## src/rtl/helppll_loopfilter.sv

```systemverilog
`default_nettype none
// ============================================================================
// Module  : helppll_loopfilter
// Brief   : PI loop filter turning the helper-clock frequency error into a
//           saturated DAC control word offered over a valid/ready handshake.
// Revision: 1.0
// ============================================================================
module helppll_loopfilter #(
   parameter int DWIDTH  = 32,
   parameter int DACW    = 16,
   parameter int IWIDTH  = 40,
   parameter int OUT_SHR = 4,
   parameter int ERRLIM  = 4095,
   parameter int SKIP    = 2,
   parameter int LOCKN   = 8
) (
   input  logic              clk,
   input  logic              areset,
   input  logic              enable,
   input  logic [DWIDTH-1:0] freqdiff,
   input  logic              stb_freqdiff,
   input  logic [3:0]        kp_shl,
   input  logic [3:0]        ki_shl,
   input  logic [DACW-1:0]   offset,
   input  logic [15:0]       lock_thresh,
   output logic [DACW-1:0]   dac_data,
   output logic              dac_valid,
   input  logic              dac_ready,
   output logic              locked,
   output logic [15:0]       dropped_cnt,
   output logic [IWIDTH-1:0] integ_dbg
);
   localparam int W2  = IWIDTH + 2;
   localparam int SKW = (SKIP > 0) ? $clog2(SKIP + 1) : 1;
   localparam int LKW = $clog2(LOCKN + 1);
   localparam logic signed [W2-1:0]     IMAX   = W2'({1'b0, {(IWIDTH-1){1'b1}}});
   localparam logic signed [W2-1:0]     IMIN   = -IMAX;
   localparam logic signed [W2-1:0]     DMAX   = W2'({DACW{1'b1}});
   localparam logic signed [DWIDTH-1:0] ELIM_P = DWIDTH'(ERRLIM);
   localparam logic signed [DWIDTH-1:0] ELIM_N = -ELIM_P;

   typedef enum logic [2:0] {
      S_IDLE   = 3'd0,
      S_CALC   = 3'd1,
      S_SUM    = 3'd2,
      S_SEND   = 3'd3,
      S_CENTER = 3'd4
   } state_t;

   state_t                    state_q, state_d;
   logic signed [DWIDTH-1:0]  err_q, err_d;
   logic signed [IWIDTH-1:0]  p_q, p_d;
   logic signed [IWIDTH-1:0]  integ_q, integ_d;
   logic [DACW-1:0]           dac_data_q, dac_data_d;
   logic                      dac_valid_q, dac_valid_d;
   logic                      locked_q, locked_d;
   logic [15:0]               dropped_q, dropped_d;
   logic [SKW-1:0]            skip_q, skip_d;
   logic [LKW-1:0]            lock_cnt_q, lock_cnt_d;
   logic                      rail_hi_q, rail_hi_d;
   logic                      rail_lo_q, rail_lo_d;
   logic                      enable_q, enable_d;

   logic signed [DWIDTH-1:0]  fd_s;
   logic [DWIDTH-1:0]         abs_err;
   logic signed [W2-1:0]      err_x, inc_x, isum_x, ps_x, s_x;
   logic [DACW-1:0]           dac_sat;
   logic                      hold;

   always_comb begin
      fd_s    = $signed(freqdiff);
      err_x   = W2'(err_q);
      inc_x   = (-err_x) <<< ki_shl;
      isum_x  = W2'(integ_q) + inc_x;
      ps_x    = W2'(p_q) + W2'(integ_q);
      s_x     = W2'($signed({1'b0, offset})) + (ps_x >>> OUT_SHR);
      abs_err = err_q[DWIDTH-1] ? -err_q : err_q;
      // Anti-windup: stop integrating further into a rail the output already sits on
      hold    = (rail_hi_q && !inc_x[W2-1] && (inc_x != '0)) ||
                (rail_lo_q && inc_x[W2-1]);
      if (s_x[W2-1])      dac_sat = '0;
      else if (s_x > DMAX) dac_sat = '1;
      else                 dac_sat = s_x[DACW-1:0];

      state_d     = state_q;
      err_d       = err_q;
      p_d         = p_q;
      integ_d     = integ_q;
      dac_data_d  = dac_data_q;
      dac_valid_d = dac_valid_q;
      locked_d    = locked_q;
      dropped_d   = dropped_q;
      skip_d      = skip_q;
      lock_cnt_d  = lock_cnt_q;
      rail_hi_d   = rail_hi_q;
      rail_lo_d   = rail_lo_q;
      enable_d    = enable;

      if (stb_freqdiff && (state_q != S_IDLE) && (dropped_q != 16'hFFFF))
         dropped_d = dropped_q + 16'd1;

      if (enable_q && !enable) begin
         integ_d     = '0;
         lock_cnt_d  = '0;
         locked_d    = 1'b0;
         skip_d      = '0;
         dac_data_d  = offset;
         dac_valid_d = 1'b1;
         rail_hi_d   = &offset;
         rail_lo_d   = ~|offset;
         state_d     = S_CENTER;
      end else begin
         case (state_q)
            S_IDLE: begin
               if (stb_freqdiff && enable) begin
                  if (skip_q < SKW'(SKIP)) begin
                     skip_d = skip_q + SKW'(1);
                  end else begin
                     if (fd_s > ELIM_P)      err_d = ELIM_P;
                     else if (fd_s < ELIM_N) err_d = ELIM_N;
                     else                    err_d = fd_s;
                     state_d = S_CALC;
                  end
               end
            end
            S_CALC: begin
               p_d = IWIDTH'((-err_x) <<< kp_shl);
               if (!hold) begin
                  if (isum_x > IMAX)      integ_d = IWIDTH'(IMAX);
                  else if (isum_x < IMIN) integ_d = IWIDTH'(IMIN);
                  else                    integ_d = IWIDTH'(isum_x);
               end
               if (abs_err <= DWIDTH'(lock_thresh)) begin
                  if (lock_cnt_q != LKW'(LOCKN)) lock_cnt_d = lock_cnt_q + LKW'(1);
                  locked_d = (lock_cnt_q >= LKW'(LOCKN - 1));
               end else begin
                  lock_cnt_d = '0;
                  locked_d   = 1'b0;
               end
               state_d = S_SUM;
            end
            S_SUM: begin
               dac_data_d  = dac_sat;
               dac_valid_d = 1'b1;
               rail_hi_d   = &dac_sat;
               rail_lo_d   = ~|dac_sat;
               state_d     = S_SEND;
            end
            S_SEND, S_CENTER: begin
               if (dac_ready) begin
                  dac_valid_d = 1'b0;
                  state_d     = S_IDLE;
               end
            end
            default: state_d = S_IDLE;
         endcase
      end
   end

   always_ff @(posedge clk or posedge areset) begin
      if (areset) begin
         state_q     <= S_IDLE;
         err_q       <= '0;
         p_q         <= '0;
         integ_q     <= '0;
         dac_data_q  <= '0;
         dac_valid_q <= 1'b0;
         locked_q    <= 1'b0;
         dropped_q   <= '0;
         skip_q      <= '0;
         lock_cnt_q  <= '0;
         rail_hi_q   <= 1'b0;
         rail_lo_q   <= 1'b0;
         enable_q    <= 1'b0;
      end else begin
         state_q     <= state_d;
         err_q       <= err_d;
         p_q         <= p_d;
         integ_q     <= integ_d;
         dac_data_q  <= dac_data_d;
         dac_valid_q <= dac_valid_d;
         locked_q    <= locked_d;
         dropped_q   <= dropped_d;
         skip_q      <= skip_d;
         lock_cnt_q  <= lock_cnt_d;
         rail_hi_q   <= rail_hi_d;
         rail_lo_q   <= rail_lo_d;
         enable_q    <= enable_d;
      end
   end

   assign dac_data    = dac_data_q;
   assign dac_valid   = dac_valid_q;
   assign locked      = locked_q;
   assign dropped_cnt = dropped_q;
   assign integ_dbg   = integ_q;

endmodule
`default_nettype wire

```

## config.mk

```make
export PLATFORM = sky130hd
export DESIGN_NAME = helppll_loopfilter
export DESIGN_NICKNAME = d
export VERILOG_FILES = /design/src/rtl/helppll_loopfilter.sv
export SDC_FILE = /design/constraint.sdc
export NUM_CORES = 1
export LEC_CHECK = 0
export CELL_PAD_IN_SITES_DETAIL_PLACEMENT = 0
export CELL_PAD_IN_SITES_GLOBAL_PLACEMENT = 1
export CORE_AREA = 2 2 202 204
export DETAILED_ROUTE_END_ITERATION = 6
export DIE_AREA = 0 0 204 206
export PLACE_DENSITY_LB_ADDON = 0.05
export SYNTH_ARGS = -nofsm -noshare
export SYNTH_HDL_FRONTEND = slang
export SYNTH_SLANG_ARGS = --single-unit
```

## constraint.sdc

```tcl
create_clock -name clk -period 13.9 [get_ports clk]
set_input_delay 1.39 -clock clk [delete_from_list [all_inputs] [get_ports clk]]
set_output_delay 1.39 -clock clk [all_outputs]
set_load 0.02 [all_outputs]
```

## After elaboration in Yosys (flattened, before gate mapping)

Index checks and enable logic that the tools add are counted.

- Register bits after elaboration: 158
- Input bits: 77
- Output and inout port bits: 74
- Word-level logic and storage cells: 112

- Add/subtract/negate cells: 8
- Order comparisons: 8
- Equality and inequality tests: 11
- Shift-type cells: 2
- Mux-type cells: 35
- Bitwise operators: 2
- Reductions and logical operators: 33

Operators by type and width:

| kind | count |
|---|---|
| $mux 40 | 5 |
| $mux 32 | 3 |
| $mux 16 | 4 |
| $add 40x42->42 | 1 |
| $gt 42x40->1 const B | 1 |
| $lt 42x40->1 const B | 1 |
| $neg 32->42 | 1 |
| $reduce_bool 42->1 | 1 |
| $sshl 42x4->40 | 1 |
| $sshl 42x4->42 | 1 |
| $add 40x40->41 | 1 |
| $add 17x37->38 | 1 |
| $gt 38x17->1 const B | 1 |
| $gt 32x13->1 const B | 1 |
| $le 32x16->1 | 1 |
| $lt 32x13->1 const B | 1 |
| $neg 32->32 | 1 |
| $reduce_and 16->1 | 2 |
| $reduce_or 16->1 | 2 |
| $add 16x1->16 const B | 1 |
| $mux 4 | 4 |
| $ne 16x16->1 const B | 1 |
| $mux 3 | 4 |
| $pmux 3 s4 | 1 |
| 25 further kinds | 58 |

## Logic depth before layout (Yosys ltp)

- Depth after elaboration: 9
- Mapped depth: 28

## Worst setup path after synthesis

Ideal clock, no wire load.

- Path type: input to register
- Start point: in ki_shl[0]
- End point: reg integ_q[3] (netlist: integ_dbg[3])
- Arrival time: 6.489 ns
- Setup slack: 7.285 ns
- Cell stages on the path: 23
- Buffers on the path: 5
- Path through: inv_1 clkbuf_1 clkbuf_1 clkbuf_1 nand3_1 a311oi_1 o211ai_1 a21oi_1 ha_1 clkbuf_1 nand2_1 nor2_1 a221o_1 a211o_1 o21ai_0 a31oi_1 xor2_1 a2111oi_0 nand4_1 o21bai_1 nor3_2 buf_2 a221o_1

- Word-level cells in the longest chain between the ends: 8

RTL lines:

| item | line | source |
|---|---|---|
| start, declared | 23 | `input logic [3:0] ki_shl,` |
| $sshl 42x4->42 * | 73 | `inc_x = (-err_x) <<< ki_shl;` |
| $add 40x42->42 | 74 | `isum_x = W2'(integ_q) + inc_x;` |
| $lt 42x40->1 | 130 | `else if (isum_x < IMIN) integ_d = IWIDTH'(IMIN);` |
| $mux 40 | 130 |  |
| $mux 40 | 129 | `if (isum_x > IMAX) integ_d = IWIDTH'(IMAX);` |
| $mux 40 | 128 | `if (!hold) begin` |
| $mux 40 | 113 | `case (state_q)` |
| $mux 40 | 102 | `if (enable_q && !enable) begin` |
| end signal, assigned | 179 | `integ_q <= integ_d;` |
| end, declared | 53 | `logic signed [IWIDTH-1:0] integ_q, integ_d;` |

Mark *: on every way between the ends. The rest lies on a longest branch, timed or not. The select of a mux whose other input is x is not followed.
A chain may end at the register's enable or synchronous reset.

## Worst setup path in the final report

- Start point: reg err_q[0]
- End point: reg integ_q[20] (netlist: integ_dbg[20])

- Word-level cells in the longest chain between the ends: 9

RTL lines:

| item | line | source |
|---|---|---|
| start, declared | 51 | `logic signed [DWIDTH-1:0] err_q, err_d;` |
| start signal, assigned | 177 | `err_q <= err_d;` |
| $neg 32->42 * | 73 |  |
| $sshl 42x4->42 * | 73 |  |
| $add 40x42->42 | 74 |  |
| $lt 42x40->1 | 130 |  |
| $mux 40 | 130 |  |
| $mux 40 | 129 |  |
| $mux 40 | 128 |  |
| $mux 40 | 113 |  |
| $mux 40 | 102 |  |

Marks and branches as above.

==> results.txt <==
* Post-route met1 wirelength: around 31 mm
- Once detail routing completed, the nets flagged for antenna violations numbered 0.
- Endpoint of the worst hold path: p_q[21]
* Cell chosen for the clock root: clkbuf_16
- Worst-Skew Late Latency: approximately 480 ps
* Proportion of synthesized chip area in sequential cells: 0.209
* Number of global-route vias before repair: about 19000
* FF-to-FF End: integ_dbg[20]
* Crit end category: flip-flop
- After layout, the design draws a total of roughly 0.0036 W.
- The number of antenna violations at the first check in global routing was 1.
- Worst r2r path cells: 22
- Entering global routing, the biggest net connects just under 100 pins.
* Pre-Repair DR Iteration Count: 7
* Post-route clock skew: 14.2 ps
- N_diodes: 0
* Routed wire length per instance: about 23 um
* Final critical-path share of the clock period: 0.640
- Across all register-to-register paths, the minimum setup slack is around 5000 ps.
* Post-CTS setup-driven buffer insertion count: 0
- Overall global routing resource usage: 0.341
- Num rows: 74
- CP Buf/Inv Count: 1
* CP top delay family: compound AO/OA/AOI/OAI gates
- Origin of the worst min-delay path: p_q[21]
- Die footprint: roughly 42000 um2
- Combined area of the multi-input logic cells: ~14000 um2
* Max-capacitance violation count: 0
- 151 I/O pins were placed.
- Layout overhead on the synthesized area: 12.1%
- In this run the worst hold path is classified as reg2reg.
* Drt first-iter violations: slightly below 2000
- Count of flip-flops with a built-in enable after synthesis: 0
- Relative slew slack: 0.115
- The worst setup path is launched from a flip-flop.
- The flow ran to the end, but the final reports show violations.
- Buffers inserted to repair hold after CTS numbered 0.
* Die W: 204 um
- Counting every instance in the synthesized netlist gives approximately 2500.
- Starting utilization of the core area: 0.470
* Post-detailed-route DRC marker count: 3
* Startpoint of the worst-slack reg-to-reg timing path: err_q[0]
- Ratio of cells with drive above 1 in the final layout: 0.0522
- The cell area that synthesis handed to floorplanning was 18900 um2.
- CTS tree: done
- Vias per std cell: between 6 and 7
- Total power per unit cell area: around 170 nW/um2
- The number of nets in the synthesized netlist is 2719.
- WL met2: 33.5 mm
- Number of filler cells placed in the layout: approximately 4000
- CTS Buf Count: 17
- Total negative slack: 0 ps
- Met3 WL: 4.44 mm
- VDD sags by at most about 100 uV.
* Sum of overflow across all layers after global routing: 0
* Req. time, crit path: 14250 ps
- The checks that failed: design-rule violations.
* Count of input and output buffers: 150
- Standard cell with the maximum stage delay on the critical path: a2111oi_0
- Number of gates given a new drive strength after cts: 0
- Routed via count: between 20000 and 25000
- Mean cell area of the mapped netlist: between 7 and 8 um2
- Sink count of the clock tree: about 160
- For this run, the slowest stage of the critical path takes between 900 and 1000 ps.
- After layout, the minimum clock period comes to between 8000 and 9000 ps.
- Counting instances, the worst hold path has a depth of 2.
* Number of warning messages in the yosys log: 0
- CP max FO: 31
- Count of distinct cell types in the synthesized netlist: a little under 90
* Detailed placer's ending HPWL: ~58 mm
- Setup violations remaining at the end of the flow were counted as 0.
* Worst setup path class: reg2reg
- Routed Wire Length: between 70 and 80 mm
- Transition time at the pin with the least slew margin: between 1000 and 1500 ps
* Uppermost layer routed: met4
- The final-report hold violation count was 0.
* Maximum level of the CTS H-tree: 4
- RD Place Congestion: 1.01
* Area of the core: roughly 40000 um2
- The die is slightly above 200 um tall.
- STA puts the critical path data arrival time at around 9200 ps.
- The clock passes through at most 2 buffers.
- Critical Path, Cell by Cell: inv_1 -> ha_1 -> nor4b_2 -> nand3_1 -> o31ai_1 -> a21oi_1 -> a2111oi_0 -> mux2i_1 -> a21oi_1 -> ha_1 -> a21o_1 -> a21o_1 -> a221o_1 -> a211o_1 -> o21ai_0 -> xnor2_1 -> a2111o_1 -> nor4_1 -> nand4_1 -> o21bai_1 -> nor3_4 -> a221o_1
- Number of synthesized register bits: ~160
- After clock tree synthesis, the clock-pin slew on the worst setup and hold paths is 70 ps.
* Leakage: between 8 and 9 nW
- Share of flip-flops with an asynchronous set or reset after synthesis: 1.00
- Setup repair after global routing left no endpoint under its margin.
- Synth Flop Type: dfrtp_1
- Highest Clock Rate: about 110 MHz
- Global-route wire length before repair: roughly 110 mm
- Registers take approximately 4000 um2.
- After the last flow step, the layout net total stands at about 2800.
* Number of max-slew violations in the final report: 0
worst max-delay path by stage:
| stage | start | endpoint | slack, ps | cells past startpoint |
|---|---|---|---|---|
| after floorplan | ki_shl[0] | integ_dbg[3] | 7280 | 23 |
| after global placement | ki_shl[0] | integ_dbg[10] | 5400 | 23 |
| after detailed placement | ki_shl[0] | integ_dbg[20] | 5280 | 22 |
| after CTS | err_q[0] | integ_dbg[20] | 5320 | 22 |
| after global routing | err_q[0] | integ_dbg[29] | 4410 | 20 |
| final | err_q[0] | integ_dbg[20] | 5010 | 22 |
sequential cells by signal, indices dropped and copies added, names as in the netlist:
| register | count |
|---|---|
| integ_dbg | 40 |
| p_q | 40 |
| err_q | 32 |
| dac_data | 16 |
| dropped_cnt | 16 |
| lock_cnt_q | 4 |
| state_q | 3 |
| skip_q | 2 |
| dac_valid | 1 |
| enable_q | 1 |
| locked | 1 |
| rail_hi_q | 1 |
| rail_lo_q | 1 |
cell usage after synthesis, drive strengths merged, types with 12 or more instances:
library cell | n | area, um2
a21o | 48 | 360
nand2b | 19 | 119
and3 | 25 | 156
nor2 | 230 | 863
o31ai | 19 | 143
nor3 | 72 | 380
o211ai | 32 | 240
nand4 | 64 | 400
nor4 | 57 | 397
or4 | 12 | 90.1
mux2i | 77 | 771
o21ai | 186 | 931
nand2 | 270 | 1010
o21bai | 12 | 90.1
and2 | 25 | 159
o21a | 27 | 203
dfrtp | 158 | 3950
nor2b | 34 | 213
mux2 | 34 | 383
buf | 24 | 149
a31oi | 41 | 257
nand3 | 72 | 360
clkbuf | 131 | 492
or2 | 12 | 75.1
a221o | 36 | 360
inv | 64 | 240
o22ai | 18 | 113
a21boi | 17 | 128
ha | 121 | 1510
a211o | 13 | 114
a21oi | 215 | 1080
or3 | 27 | 169
xor2 | 38 | 333
a211oi | 29 | 218
xnor2 | 74 | 648
per-stage QoR:
stage | worst slack (ps) | std cells | util | hold slack, ps | cell area (um2)
after floorplan | 7280 | 2519 | - | 453 | 18900
after global placement | 5400 | 3068 | 0.513 | 465 | 20600
after detailed placement | 5280 | 3068 | 0.513 | 477 | 20600
after CTS | 5320 | 3100 | 0.527 | 492 | 21200
after global routing | 4410 | 3100 | 0.527 | 507 | 21200
final | 5010 | 3100 | 0.527 | 487 | 21200
worst reg2reg max path: stages, from the launching register on:
cell and delay [ps]:
dfrtp_1 490, inv_1 190, ha_1 250, nor4b_2 660
nand3_1 630, o31ai_1 540, a21oi_1 110, a2111oi_0 910
mux2i_1 220, a21oi_1 330, ha_1 360, a21o_1 180
a21o_1 170, a221o_1 400, a211o_1 290, o21ai_0 490
xnor2_1 250, a2111o_1 400, nor4_1 440, nand4_1 170
o21bai_1 600, nor3_4 300, a221o_1 390
power by group:
group          internal, W  leakage [nW]  total (W)  switching [W]
clock network     0.000254         0.276   0.000474       0.000220
registers         0.000583          2.07   0.000794       0.000211
logic             0.000890          6.60    0.00238        0.00148
layer usage:
layer,up-vias,global-route usage
met1,9694,0.442
li1,9618,-
met3,161,0.0484
met5,-,0
met2,810,0.565
met4,0,0.153
layout by cell type (no fill, tap or decap), types with 41 or more instances in the layout:
cell,instances
nor2_1,230
xnor2_1,74
clkdlybuf4s50_1,146
nand4_1,64
o21ai_0,183
mux2i_1,77
nand2_1,269
a21oi_1,215
dfrtp_1,158
inv_1,61
a21o_1,48
a31oi_1,41
nor3_1,68
nand3_1,72
ha_1,121
nor4_1,52
area by class of cell:
type                    count  share of cell area
multi-input cells        2140               0.665
flip-flops and latches    158               0.187
repair buffers            172              0.0778
well taps                 532              0.0314
clock buffers              19              0.0209
inverters                  66              0.0119
clock inverters            13             0.00621
kinds of logic after synthesis:
kind of cell	synth area share
flip-flops	0.209
AND/OR/NAND/NOR	0.250
multiplexers	0.0694
adder cells (fa/ha/maj)	0.0823
AO/OA/AOI/OAI	0.290
XOR/XNOR	0.0519
buffers and inverters	0.0470
Power figures use the tool's default switching activity.
